`config.mk`:
```
export PLATFORM = sky130hd
export DESIGN_NAME = assist_pi_controller
export DESIGN_NICKNAME = d
export VERILOG_FILES = /design/src/rtl/assist_pkg.sv /design/src/rtl/assist_pi_core.sv /design/src/rtl/assist_pi_controller.sv
export SDC_FILE = /design/constraint.sdc
export NUM_CORES = 1
export LEC_CHECK = 0
export ABC_AREA = 1
export ABC_CLOCK_PERIOD_IN_PS = 10300
export CORE_AREA = 4 4 168 89
export DETAILED_ROUTE_END_ITERATION = 6
export DIE_AREA = 0 0 172 93
export PLACE_DENSITY = 0.87
export SYNTH_ARGS = -nofsm -noshare
export SYNTH_HDL_FRONTEND = slang
export SYNTH_SLANG_ARGS = --single-unit
```
`constraint.sdc`:
```
create_clock -name clk -period 10.3 [get_ports clk]
set_clock_uncertainty 0.05 [all_clocks]
set_input_delay 1.03 -clock clk [delete_from_list [all_inputs] [get_ports clk]]
set_output_delay 1.03 -clock clk [all_outputs]
set_load 0.02 [all_outputs]
```
`src/rtl/assist_pkg.sv`:
```
// Shared definitions for the pedal-assist PI controller.
// Holds the FSM state encoding and the default widths, gains and
// tilt thresholds used by assist_pi_controller and assist_pi_core.
package assist_pkg;

    typedef enum logic [1:0] {
        IDLE   = 2'd0,
        ASSIST = 2'd1,
        COAST  = 2'd2,
        FAULT  = 2'd3
    } state_t;

    localparam int DEF_OUT_W       = 13;
    localparam int DEF_HR_W        = 8;
    localparam int DEF_ANG_W       = 10;
    localparam int DEF_KP          = 50;
    localparam int DEF_KI          = 2;
    localparam int DEF_KPITCH      = 50;
    localparam int DEF_TILT_MAX    = 45;
    localparam int DEF_TILT_CLR    = 30;
    localparam int DEF_CLR_SAMPLES = 16;
    localparam int DEF_INTEG_MAX   = 1024;
    localparam int DEF_RAMP_STEP   = 64;
    localparam int DEF_SAMPLE_DIV  = 50000;

endpackage

```
`src/rtl/assist_pi_core.sv`:
```
// PI arithmetic for the assist controller.
// Ports:
//   clk, rst_n   - clock, asynchronous active-low reset
//   update       - one-cycle strobe: advance the integrator this clock
//   clear        - zero the integrator and clamp history
//   heart_rate   - measured heart rate (unsigned bpm)
//   hr_setpoint  - heart-rate setpoint (unsigned bpm)
//   pitch        - signed pitch angle; only uphill (positive) pitch adds torque
//   target       - clamped torque target, 0 .. 2^OUT_W-1
// The target reflects the integrator value that this update will store, so
// the ramp logic in the top sees the freshly integrated demand on the tick.
module assist_pi_core
    import assist_pkg::*;
#(
    parameter int OUT_W     = DEF_OUT_W,
    parameter int HR_W      = DEF_HR_W,
    parameter int ANG_W     = DEF_ANG_W,
    parameter int KP        = DEF_KP,
    parameter int KI        = DEF_KI,
    parameter int KPITCH    = DEF_KPITCH,
    parameter int INTEG_MAX = DEF_INTEG_MAX
)(
    input  logic                    clk,
    input  logic                    rst_n,
    input  logic                    update,
    input  logic                    clear,
    input  logic [HR_W-1:0]         heart_rate,
    input  logic [HR_W-1:0]         hr_setpoint,
    input  logic signed [ANG_W-1:0] pitch,
    output logic [OUT_W-1:0]        target
);

    // Integrator width covers +/-INTEG_MAX and at least one error sample.
    localparam int IB = $clog2(INTEG_MAX + 1);
    localparam int IW = ((IB > HR_W + 1) ? IB : HR_W + 1) + 1;
    // 32-bit gains times narrow operands, summed three ways, fit easily in 48.
    localparam int TW = 48;

    localparam logic signed [IW:0]   IMAX     = (IW+1)'(INTEG_MAX);
    localparam logic signed [IW:0]   IMIN     = -IMAX;
    localparam logic signed [TW-1:0] KP_T     = TW'(KP);
    localparam logic signed [TW-1:0] KI_T     = TW'(KI);
    localparam logic signed [TW-1:0] KPITCH_T = TW'(KPITCH);
    localparam logic signed [TW-1:0] TMAX     = TW'((2 ** OUT_W) - 1);

    logic signed [HR_W:0]   err;
    logic signed [IW-1:0]   integ;
    logic signed [IW:0]     isum;
    logic signed [IW-1:0]   integ_sat;
    logic signed [IW-1:0]   integ_use;
    logic signed [TW-1:0]   pitch_pos;
    logic signed [TW-1:0]   raw;
    logic                   clamp_hi;
    logic                   clamp_lo;
    logic                   err_pos;
    logic                   err_neg;
    logic                   freeze;

    assign err     = $signed({1'b0, heart_rate}) - $signed({1'b0, hr_setpoint});
    assign err_neg = err[HR_W];
    assign err_pos = !err[HR_W] && (err != '0);

    // Anti-windup: hold the integrator while the last target sat on a rail
    // and the error would drive it further into that rail.
    assign freeze = (clamp_hi && err_pos) || (clamp_lo && err_neg);

    always_comb begin
        isum = {integ[IW-1], integ} + (IW+1)'(err);
        if (isum > IMAX) begin
            integ_sat = IMAX[IW-1:0];
        end else if (isum < IMIN) begin
            integ_sat = IMIN[IW-1:0];
        end else begin
            integ_sat = isum[IW-1:0];
        end
        integ_use = (update && !freeze) ? integ_sat : integ;
    end

    assign pitch_pos = pitch[ANG_W-1] ? '0 : TW'(pitch);
    assign raw = KP_T * TW'(err) + KI_T * TW'(integ_use) + KPITCH_T * pitch_pos;

    always_comb begin
        if (raw[TW-1]) begin
            target = '0;
        end else if (raw > TMAX) begin
            target = '1;
        end else begin
            target = raw[OUT_W-1:0];
        end
    end

    always_ff @(posedge clk or negedge rst_n) begin
        if (!rst_n) begin
            integ    <= '0;
            clamp_hi <= 1'b0;
            clamp_lo <= 1'b0;
        end else if (clear) begin
            integ    <= '0;
            clamp_hi <= 1'b0;
            clamp_lo <= 1'b0;
        end else if (update) begin
            integ    <= integ_use;
            clamp_hi <= (raw > TMAX);
            clamp_lo <= raw[TW-1];
        end
    end

endmodule

```
`src/rtl/assist_pi_controller.sv`:
```
// Pedal-assist torque controller: heart-rate PI loop with pitch feed-forward,
// rate-limited torque ramp, brake cut-off and latched tilt protection.
// Ports:
//   clk, rst_n   - clock, asynchronous active-low reset
//   roll, pitch  - signed resolved angles
//   heart_rate   - measured heart rate (bpm), hr_setpoint - target (bpm)
//   cadence      - rider is pedalling, brake - brake lever pulled
//   assist_req   - unsigned torque request
//   tilt_fault   - high while in FAULT
//   state        - FSM state (IDLE/ASSIST/COAST/FAULT)
//   sample_tick  - one-cycle strobe every SAMPLE_DIV clocks
module assist_pi_controller
    import assist_pkg::*;
#(
    parameter int OUT_W       = DEF_OUT_W,
    parameter int HR_W        = DEF_HR_W,
    parameter int ANG_W       = DEF_ANG_W,
    parameter int KP          = DEF_KP,
    parameter int KI          = DEF_KI,
    parameter int KPITCH      = DEF_KPITCH,
    parameter int TILT_MAX    = DEF_TILT_MAX,
    parameter int TILT_CLR    = DEF_TILT_CLR,
    parameter int CLR_SAMPLES = DEF_CLR_SAMPLES,
    parameter int INTEG_MAX   = DEF_INTEG_MAX,
    parameter int RAMP_STEP   = DEF_RAMP_STEP,
    parameter int SAMPLE_DIV  = DEF_SAMPLE_DIV
)(
    input  logic                    clk,
    input  logic                    rst_n,
    input  logic signed [ANG_W-1:0] roll,
    input  logic signed [ANG_W-1:0] pitch,
    input  logic [HR_W-1:0]         heart_rate,
    input  logic [HR_W-1:0]         hr_setpoint,
    input  logic                    cadence,
    input  logic                    brake,
    output logic [OUT_W-1:0]        assist_req,
    output logic                    tilt_fault,
    output logic [1:0]              state,
    output logic                    sample_tick
);

    localparam int DW = $clog2(SAMPLE_DIV + 1);
    localparam int RW = $clog2(CLR_SAMPLES + 1);

    localparam logic [DW-1:0]    DIV_LAST = DW'(SAMPLE_DIV - 1);
    localparam logic [RW-1:0]    CLR_LAST = RW'(CLR_SAMPLES - 1);
    localparam logic [ANG_W-1:0] A_MAX    = ANG_W'(TILT_MAX);
    localparam logic [ANG_W-1:0] A_CLR    = ANG_W'(TILT_CLR);
    localparam logic [OUT_W-1:0] STEP     = OUT_W'(RAMP_STEP);

    // Magnitude as unsigned ANG_W bits: the most-negative code maps to
    // 2^(ANG_W-1), i.e. the largest possible magnitude.
    function automatic logic [ANG_W-1:0] mag(input logic [ANG_W-1:0] a);
        return a[ANG_W-1] ? (~a + ANG_W'(1)) : a;
    endfunction

    state_t             st, st_n;
    logic [DW-1:0]      div_cnt;
    logic [RW-1:0]      rec_cnt;
    logic               tilt;
    logic               clr_ok;
    logic [OUT_W-1:0]   target;
    logic [OUT_W-1:0]   req_ramp;
    logic [OUT_W-1:0]   req_coast;
    logic               pi_update;
    logic               pi_clear;

    assign state  = st;
    assign tilt   = (mag(roll) > A_MAX) || (mag(pitch) > A_MAX);
    assign clr_ok = (mag(roll) <= A_CLR) && (mag(pitch) <= A_CLR);

    // Sample divider and strobe.
    always_ff @(posedge clk or negedge rst_n) begin
        if (!rst_n) begin
            div_cnt     <= '0;
            sample_tick <= 1'b0;
        end else begin
            div_cnt     <= (div_cnt == DIV_LAST) ? '0 : div_cnt + DW'(1);
            sample_tick <= (div_cnt == DIV_LAST);
        end
    end

    always_comb begin
        st_n = st;
        unique case (st)
            IDLE:   if (cadence && !brake) st_n = ASSIST;
            ASSIST: if (brake || !cadence) st_n = COAST;
            COAST: begin
                if (cadence && !brake) begin
                    st_n = ASSIST;
                end else if (!cadence && (assist_req == '0)) begin
                    st_n = IDLE;
                end
            end
            FAULT:  if (sample_tick && clr_ok && (rec_cnt == CLR_LAST)) st_n = IDLE;
            default: st_n = IDLE;
        endcase
        if (tilt) begin
            st_n = FAULT;
        end
    end

    always_ff @(posedge clk or negedge rst_n) begin
        if (!rst_n) begin
            st         <= IDLE;
            tilt_fault <= 1'b0;
        end else begin
            st         <= st_n;
            tilt_fault <= (st_n == FAULT);
        end
    end

    // Consecutive clean-sample count while latched in FAULT.
    always_ff @(posedge clk or negedge rst_n) begin
        if (!rst_n) begin
            rec_cnt <= '0;
        end else if (st != FAULT) begin
            rec_cnt <= '0;
        end else if (sample_tick) begin
            if (!clr_ok || (rec_cnt == CLR_LAST)) begin
                rec_cnt <= '0;
            end else begin
                rec_cnt <= rec_cnt + RW'(1);
            end
        end
    end

    assign pi_update = sample_tick && (st == ASSIST);
    assign pi_clear  = (st_n == FAULT) || (st_n == IDLE);

    assist_pi_core #(
        .OUT_W     (OUT_W),
        .HR_W      (HR_W),
        .ANG_W     (ANG_W),
        .KP        (KP),
        .KI        (KI),
        .KPITCH    (KPITCH),
        .INTEG_MAX (INTEG_MAX)
    ) u_core (
        .clk         (clk),
        .rst_n       (rst_n),
        .update      (pi_update),
        .clear       (pi_clear),
        .heart_rate  (heart_rate),
        .hr_setpoint (hr_setpoint),
        .pitch       (pitch),
        .target      (target)
    );

    // Rise is rate limited; fall goes straight to the target.
    always_comb begin
        if (target > assist_req) begin
            req_ramp = ((target - assist_req) > STEP) ? assist_req + STEP : target;
        end else begin
            req_ramp = target;
        end
        req_coast = (assist_req > STEP) ? assist_req - STEP : '0;
    end

    always_ff @(posedge clk or negedge rst_n) begin
        if (!rst_n) begin
            assist_req <= '0;
        end else if (tilt || brake || (st == FAULT) || (st == IDLE)) begin
            assist_req <= '0;
        end else if (sample_tick) begin
            if (st == ASSIST) begin
                assist_req <= req_ramp;
            end else if (st == COAST) begin
                assist_req <= req_coast;
            end
        end
    end

endmodule

```
# Word level (Yosys, flattened, before mapping)
# Index checks and enable logic that the tools add are counted.
# W data, S select, Z words.
totals:
  reg_bits: 52
  inputBits: 40
  wordCells: 105
classes:
  n_addsub: 11
  n_mul: 2
  order_cmp: 10
  eq_ne: 7
  mux: 32
  bitwise: 2
  reduce_logical: 32
op_table:
  columns: ["op", "n"]
  rows:
  - ["$mux W13", 9]
  - ["$mux W12", 5]
  - ["$add A48 B48 Y48", 1]
  - ["$gt A48 B14 Y1 const B", 1]
  - ["$mul A6 B48 Y47 const A", 1]
  - ["$gt A13 B7 Y1 const B", 2]
  - ["$add A10 B1 Y10 const B", 2]
  - ["$gt A10 B6 Y1 const B", 2]
  - ["$le A10 B5 Y1 const B", 2]
  - ["$mux W10", 2]
  - ["$not A10 Y10", 2]
  - ["$add A16 B13 Y17", 1]
  - ["$add A16 B1 Y16 const B", 1]
  - ["$eq A16 B16 Y1 const B", 1]
  - ["$mux W16", 1]
  - ["$mul A6 B9 Y15 const A", 1]
  - ["$mux W5", 3]
  - ["$add A12 B9 Y13", 1]
  - ["$add A13 B7 Y13 const B", 1]
  - ["$gt A13 B12 Y1 const B", 1]
  - ["$gt A13 B13 Y1", 1]
  - ["$logic_not A13 Y1", 1]
  - ["$lt A13 B11 Y1 const B", 1]
  - ["$sub A13 B13 Y13", 1]
  - ["other kinds (19)", 52]

# Logic depth before layout (Yosys ltp)
depth:
  depth_word: 20
  mapped_depth: 77
  mapped_depth_nobuf: 77

# By module
# From an unflattened synthesis, not the netlist that was laid out.
unflattened:
  hier_cells: 1321
  area_unflattened_um2: 8828.5
by_module_without_submodules:
  columns: ["mod", "n_inst", "cells_each", "area_per_inst_um2"]
  rows:
  - ["assist_pi_core", 1, 734, 5082.4]
  - ["assist_pi_controller", 1, 587, 3746.1]

# Least setup slack after synthesis
# OpenSTA, ideal clock, no wires.
synth_timing:
  path_kind: "input-to-reg"
  startpoint: "input port hr_setpoint[2]"
  endpoint: "register assist_req[1]"
  setup_time_ns: 0.066
  arrival_time_ns: 10.221
  t_required_ns: 10.184
  path_slack_ns: -0.037
  stages: 71
  path_buffers: 0
  path_cell_list: "inv_1 > ha_1 > nand3_1 > nand2_1 > a21oi_1 > o21ai_0 > a21oi_1 > o21bai_1 > xor2_1 > inv_1 > ha_1 > nand2_1 > nor2_1 > nand3_1 > nand2_1 > nand2_1 > nand2_1 > nand2_2 > [... 35 more ...] > o21ai_0 > nand2_2 > inv_2 > ha_1 > nand2_1 > o21ai_0 > a21oi_1 > nor2_1 > a211oi_1 > xor2_1 > a21oi_1 > nor2_1 > nand4_1 > nand2_1 > inv_1 > nor3_1 > nand2_1 > nand2_1"
synth_via:
  elab_chain_len: 20
synth_rtl:
  columns: ["item", "line", "rtl"]
  rows:
  - ["start, declared", "assist_pi_controller.sv:33", "input logic [HR_W-1:0] hr_setpoint,"]
  - ["$sub A8 B8 Y9 (*)", "assist_pi_core.sv:59", "assign err = $signed({1'b0, heart_rate}) - $signed({1'b0, hr_setpoint});"]
  - ["parallel branches: the longest is 7 deep, another holds $add A12 B9 Y13", null, null]
  - ["$add A16 B13 Y17 (*)", "assist_pi_core.sv:80", "assign raw = KP_T * TW'(err) + KI_T * TW'(integ_use) + KPITCH_T * pitch_pos;"]
  - ["$add A48 B48 Y48 (*)", "assist_pi_core.sv:80", null]
  - ["$gt A48 B14 Y1", "assist_pi_core.sv:85", "end else if (raw > TMAX) begin"]
  - ["$mux W13", "assist_pi_core.sv:85", null]
  - ["$mux W13 (*)", "assist_pi_core.sv:83", "if (raw[TW-1]) begin"]
  - ["$sub A13 B13 Y13", "assist_pi_controller.sv:153", "req_ramp = ((target - assist_req) > STEP) ? assist_req + STEP : target;"]
  - ["$gt A13 B7 Y1", "assist_pi_controller.sv:153", null]
  - ["$mux W13", "assist_pi_controller.sv:153", null]
  - ["$mux W13 (*)", "assist_pi_controller.sv:152", "if (target > assist_req) begin"]
  - ["$mux W13 (*)", "assist_pi_controller.sv:166", "if (st == ASSIST) begin"]
  - ["$mux W13 (*)", "assist_pi_controller.sv:165", "end else if (sample_tick) begin"]
  - ["$mux W13 (*)", "assist_pi_controller.sv:163", "end else if (tilt || brake || (st == FAULT) || (st == IDLE)) begin"]
  - ["end signal, assigned", "assist_pi_controller.sv:167", "assist_req <= req_ramp;"]
  - ["end signal, assigned", "assist_pi_controller.sv:169", "assist_req <= req_coast;"]
  - ["end, declared", "assist_pi_controller.sv:36", "output logic [OUT_W-1:0] assist_req,"]
# Every way passes the cells marked *. The select of a mux whose other input is x is not followed.
# A chain may end at the register's enable or synchronous reset.

# Worst setup path after layout
layout_timing:
  startpoint: "input port heart_rate[0]"
  endpoint: "register assist_req[4]"
layout_via:
  elab_chain_len: 20
layout_rtl:
  columns: ["item", "line", "rtl"]
  rows:
  - ["start, declared", "assist_pi_controller.sv:32", "input logic [HR_W-1:0] heart_rate,"]
  - ["$sub A8 B8 Y9 (*)", "assist_pi_core.sv:59", null]
  - ["parallel branches: the longest is 7 deep, another holds $add A12 B9 Y13", null, null]
  - ["$add A16 B13 Y17 (*)", "assist_pi_core.sv:80", null]
  - ["$add A48 B48 Y48 (*)", "assist_pi_core.sv:80", null]
  - ["$gt A48 B14 Y1", "assist_pi_core.sv:85", null]
  - ["$mux W13", "assist_pi_core.sv:85", null]
  - ["$mux W13 (*)", "assist_pi_core.sv:83", null]
  - ["$sub A13 B13 Y13", "assist_pi_controller.sv:153", null]
  - ["$gt A13 B7 Y1", "assist_pi_controller.sv:153", null]
  - ["$mux W13", "assist_pi_controller.sv:153", null]
  - ["$mux W13 (*)", "assist_pi_controller.sv:152", null]
  - ["$mux W13 (*)", "assist_pi_controller.sv:166", null]
  - ["$mux W13 (*)", "assist_pi_controller.sv:165", null]
  - ["$mux W13 (*)", "assist_pi_controller.sv:163", null]
# Marks and branches as above.

==> impl_results.md <==
* Post-Syn Area at between 8000 and 9000 sq um
* Root buffer cell: clkbuf_16
* Max Cap Viol at 0
* Warnings from Yosys at 0
* Final hold vios at 0
* Setup violators final at 7
* Max_slew headroom at about 23%
* Port Buffers at 56
* TritonRoute pass-1 iters at 6
* Filler instances at 618
* Seq/Total Area, Yosys at 15.9%
* Largest net degree at the start of global routing at 53
* Syn avg cell area at 6.80 sq um
* Clk sinks at 52
* Placed cells at 1588
* Most frequent cell after synthesis: inv_1
* Main flop type after synthesis: dfrtp_1
* Synth top area cells: ha_1 (21%), dfrtp_1 (16%), inv_1 (11%)
* CP Capture Type: flip-flop
* CTS tree: built
* GRT Total Usage at 27.4%
* Final Max Slew Viols at 0
* Tmin final at slightly above 10 ns
* Setup ws final at -0.0743 ns
* Num rows at 30
* Grt peak-use layer: met2
* CP required at 10.45 ns
* DRT Wirelength at just under 30000 um
* Via count at slightly below 10k
* CP max FO at 6
* Outcome: finished with violations
* Worst-Margin Slew at 1.15 ns
* H-tree Lvls at 2
* Clock transition at path regs at approximately 0.07 ns
* Crit path DAT at 10.52 ns
* Post-DRT Antenna Nets at 0
* Initial antenna violation count at 0
* DP HPWL at 18200 um
* Final period utilization at 101%
* Cell Count, Final, Fillers Out at about 1.6k
* IO Count at 57
* Max stage delay on crit path at 0.53 ns
* Worst setup SP type: input port
* ANT cells at 0
* Worst-case clock buffer depth at 2
* Drt drc at 0
* Failing checks: negative setup slack
* # hold bufs at CTS at 0
* First-pass GRT wire length at 36800 um
* GR Layer Usage met1 at approximately a third
* Clock Latency Late Sink at 0.30 ns
* Core Area at 13400 sq um
* Hold Path Class: reg -> reg
* Seq cells post-synth at 52
* FF+latch area at 1300 sq um
* Die X-Extent at 172 um
* Post-Synthesis Cells at 1208
* Grt ovf at 0
* Most frequent CP cell: nand2_2
* Met2 GRT Util at between 40% and 50%
* Worst path slowest cell: fa_1
* Synth area leader: ha_1
* Post-synth top cells: inv_1 (249), nand2_1 (246), ha_1 (139)
* Synth async-reset ratio at 100%
* Initial core utilization at 61.4%
* Number of synthesized flops with an enable pin at 0
* Multi-input logic area at about 7000 sq um
* Fmax at ~0.096 GHz
* Syn Nets at around 1.4k
* Area Overhead vs Synth at 40.3%
* Distinct cells, synth at 48
* Routability congestion estimate at 0.999
* M3 GR Usage at 3.29%
* Height of the die at 93 um
* Vias in the first global route at 8437
* Die Area at 16000 sq um
* Num CTS Buffers at 5
* Top cell type's share of synthesized area at 21.2%
* Via-to-Cell Ratio at 5.99
* Routed length per instance at 18.2 um
* Layout net count at 1634
* Layout cell share with drive strength beyond 1 at 29.0%
* Path type of the worst setup path: in -> reg
* DR iter-0 viols at 1009
worst max-delay path: cells and delay by family:
| kind | cells | cell delay, ns |
|---|---|---|
| buffers and inverters | 12 | 1.05 |
| adders and majority gates | 11 | 3.28 |
| and+or+nand+nor | 19 | 1.92 |
| xor gates and xnor gates | 4 | 0.72 |
| AOI/OAI and AO/OA | 18 | 2.49 |
area by class of cell:
type / instances / area share (%)
tap: 176 / 1.91
clock inverter: 3 / 0.239
inverter: 255 / 8.41
sequential: 52 / 11.3
timing repair buffer: 228 / 16.5
multi-input combinational: 896 / 60.5
clock buffer: 5 / 1.09
metal layers:
metal  vias to the layer above  wire length (um)
met1                      4477             11000
met3                       209              2240
met2                       642             14200
li1                       4348                 -
met4                         0              1940
met5                         -                 0
sequential cells by signal, indices dropped and copies added (netlist names):
name / count
u_core.integ: 12
div_cnt: 16
sample_tick: 1
state: 2
u_core.clamp_lo: 1
tilt_fault: 1
rec_cnt: 5
u_core.clamp_hi: 1
assist_req: 13
what timing repair did:
action	in CTS	in global routing
endpoints found under the hold margin	0	0
endpoints found under the setup margin	13	13
resized for setup	37	226
cloned	0	0
pin swaps	7	132
setup buffers	1	18
cells in the final DEF (no fill, tap or decap), types with 6 or more instances in the layout:
master and instances:
ha_4 30, inv_1 223, xor2_2 6, clkdlybuf4s50_1 41
nand3_2 14, nand2_4 12, fa_1 15, xnor2_1 15
nor2_2 9, buf_4 167, o21ai_0 28, inv_2 29
a21oi_2 19, nand2_2 55, nand4_1 13, o21bai_1 7
xor2_1 42, nor2_1 88, dlymetal6s2s_1 14, nand2_1 197
nor2_4 7, dfrtp_1 52, o21ai_2 16, nor4_1 6
nor3_1 15, a21o_1 6, a21oi_4 6, o21ai_1 7
ha_1 106, nand3_1 49, a21oi_1 59
through the flow:
stage          util, %  TNS [ns]  hold slack (ns)  setup WS (ns)  area (sq um)
6_report          86.2    -0.377            0.426        -0.0743         11500
2_1_floorplan        -         0            0.383         0.0419          8220
3_3_place_gp      75.6     -5.49            0.400         -0.441         10100
5_1_grt           86.2     -5.01            0.448         -0.441         11500
3_5_place_dp      75.6    -13.29            0.414          -1.05         10100
4_1_cts           77.9         0            0.424        0.00494         10400
final timing paths:
check	startpoint	to	slack (ns)	cells after the start
min	div_cnt[0]	div_cnt[0]	0.43	1
max	heart_rate[0]	assist_req[4]	-0.07	64
min reg2reg	div_cnt[0]	div_cnt[0]	0.43	1
max in group asynchronous	rst_n	u_core.integ[6]	8.59	1
min in group asynchronous	rst_n	assist_req[8]	0.90	1
max reg2reg	u_core.integ[0]	assist_req[4]	1.31	67
logic make-up (layout without fill, tap and decap cells):
family	Yosys count	count (layout)	share of synthesized area, %
buffers and inverters	260	491	12.1
AND/OR/NAND/NOR	488	488	26.6
flip-flops	52	52	15.9
AO/OA/AOI/OAI	187	187	13.2
XOR/XNOR	65	65	6.93
adder cells (fa/ha/maj)	156	156	25.3
Power is left out: the tool's default activity adds up to more than one toggle a clock period on the data nets, which glitch-free logic cannot reach.
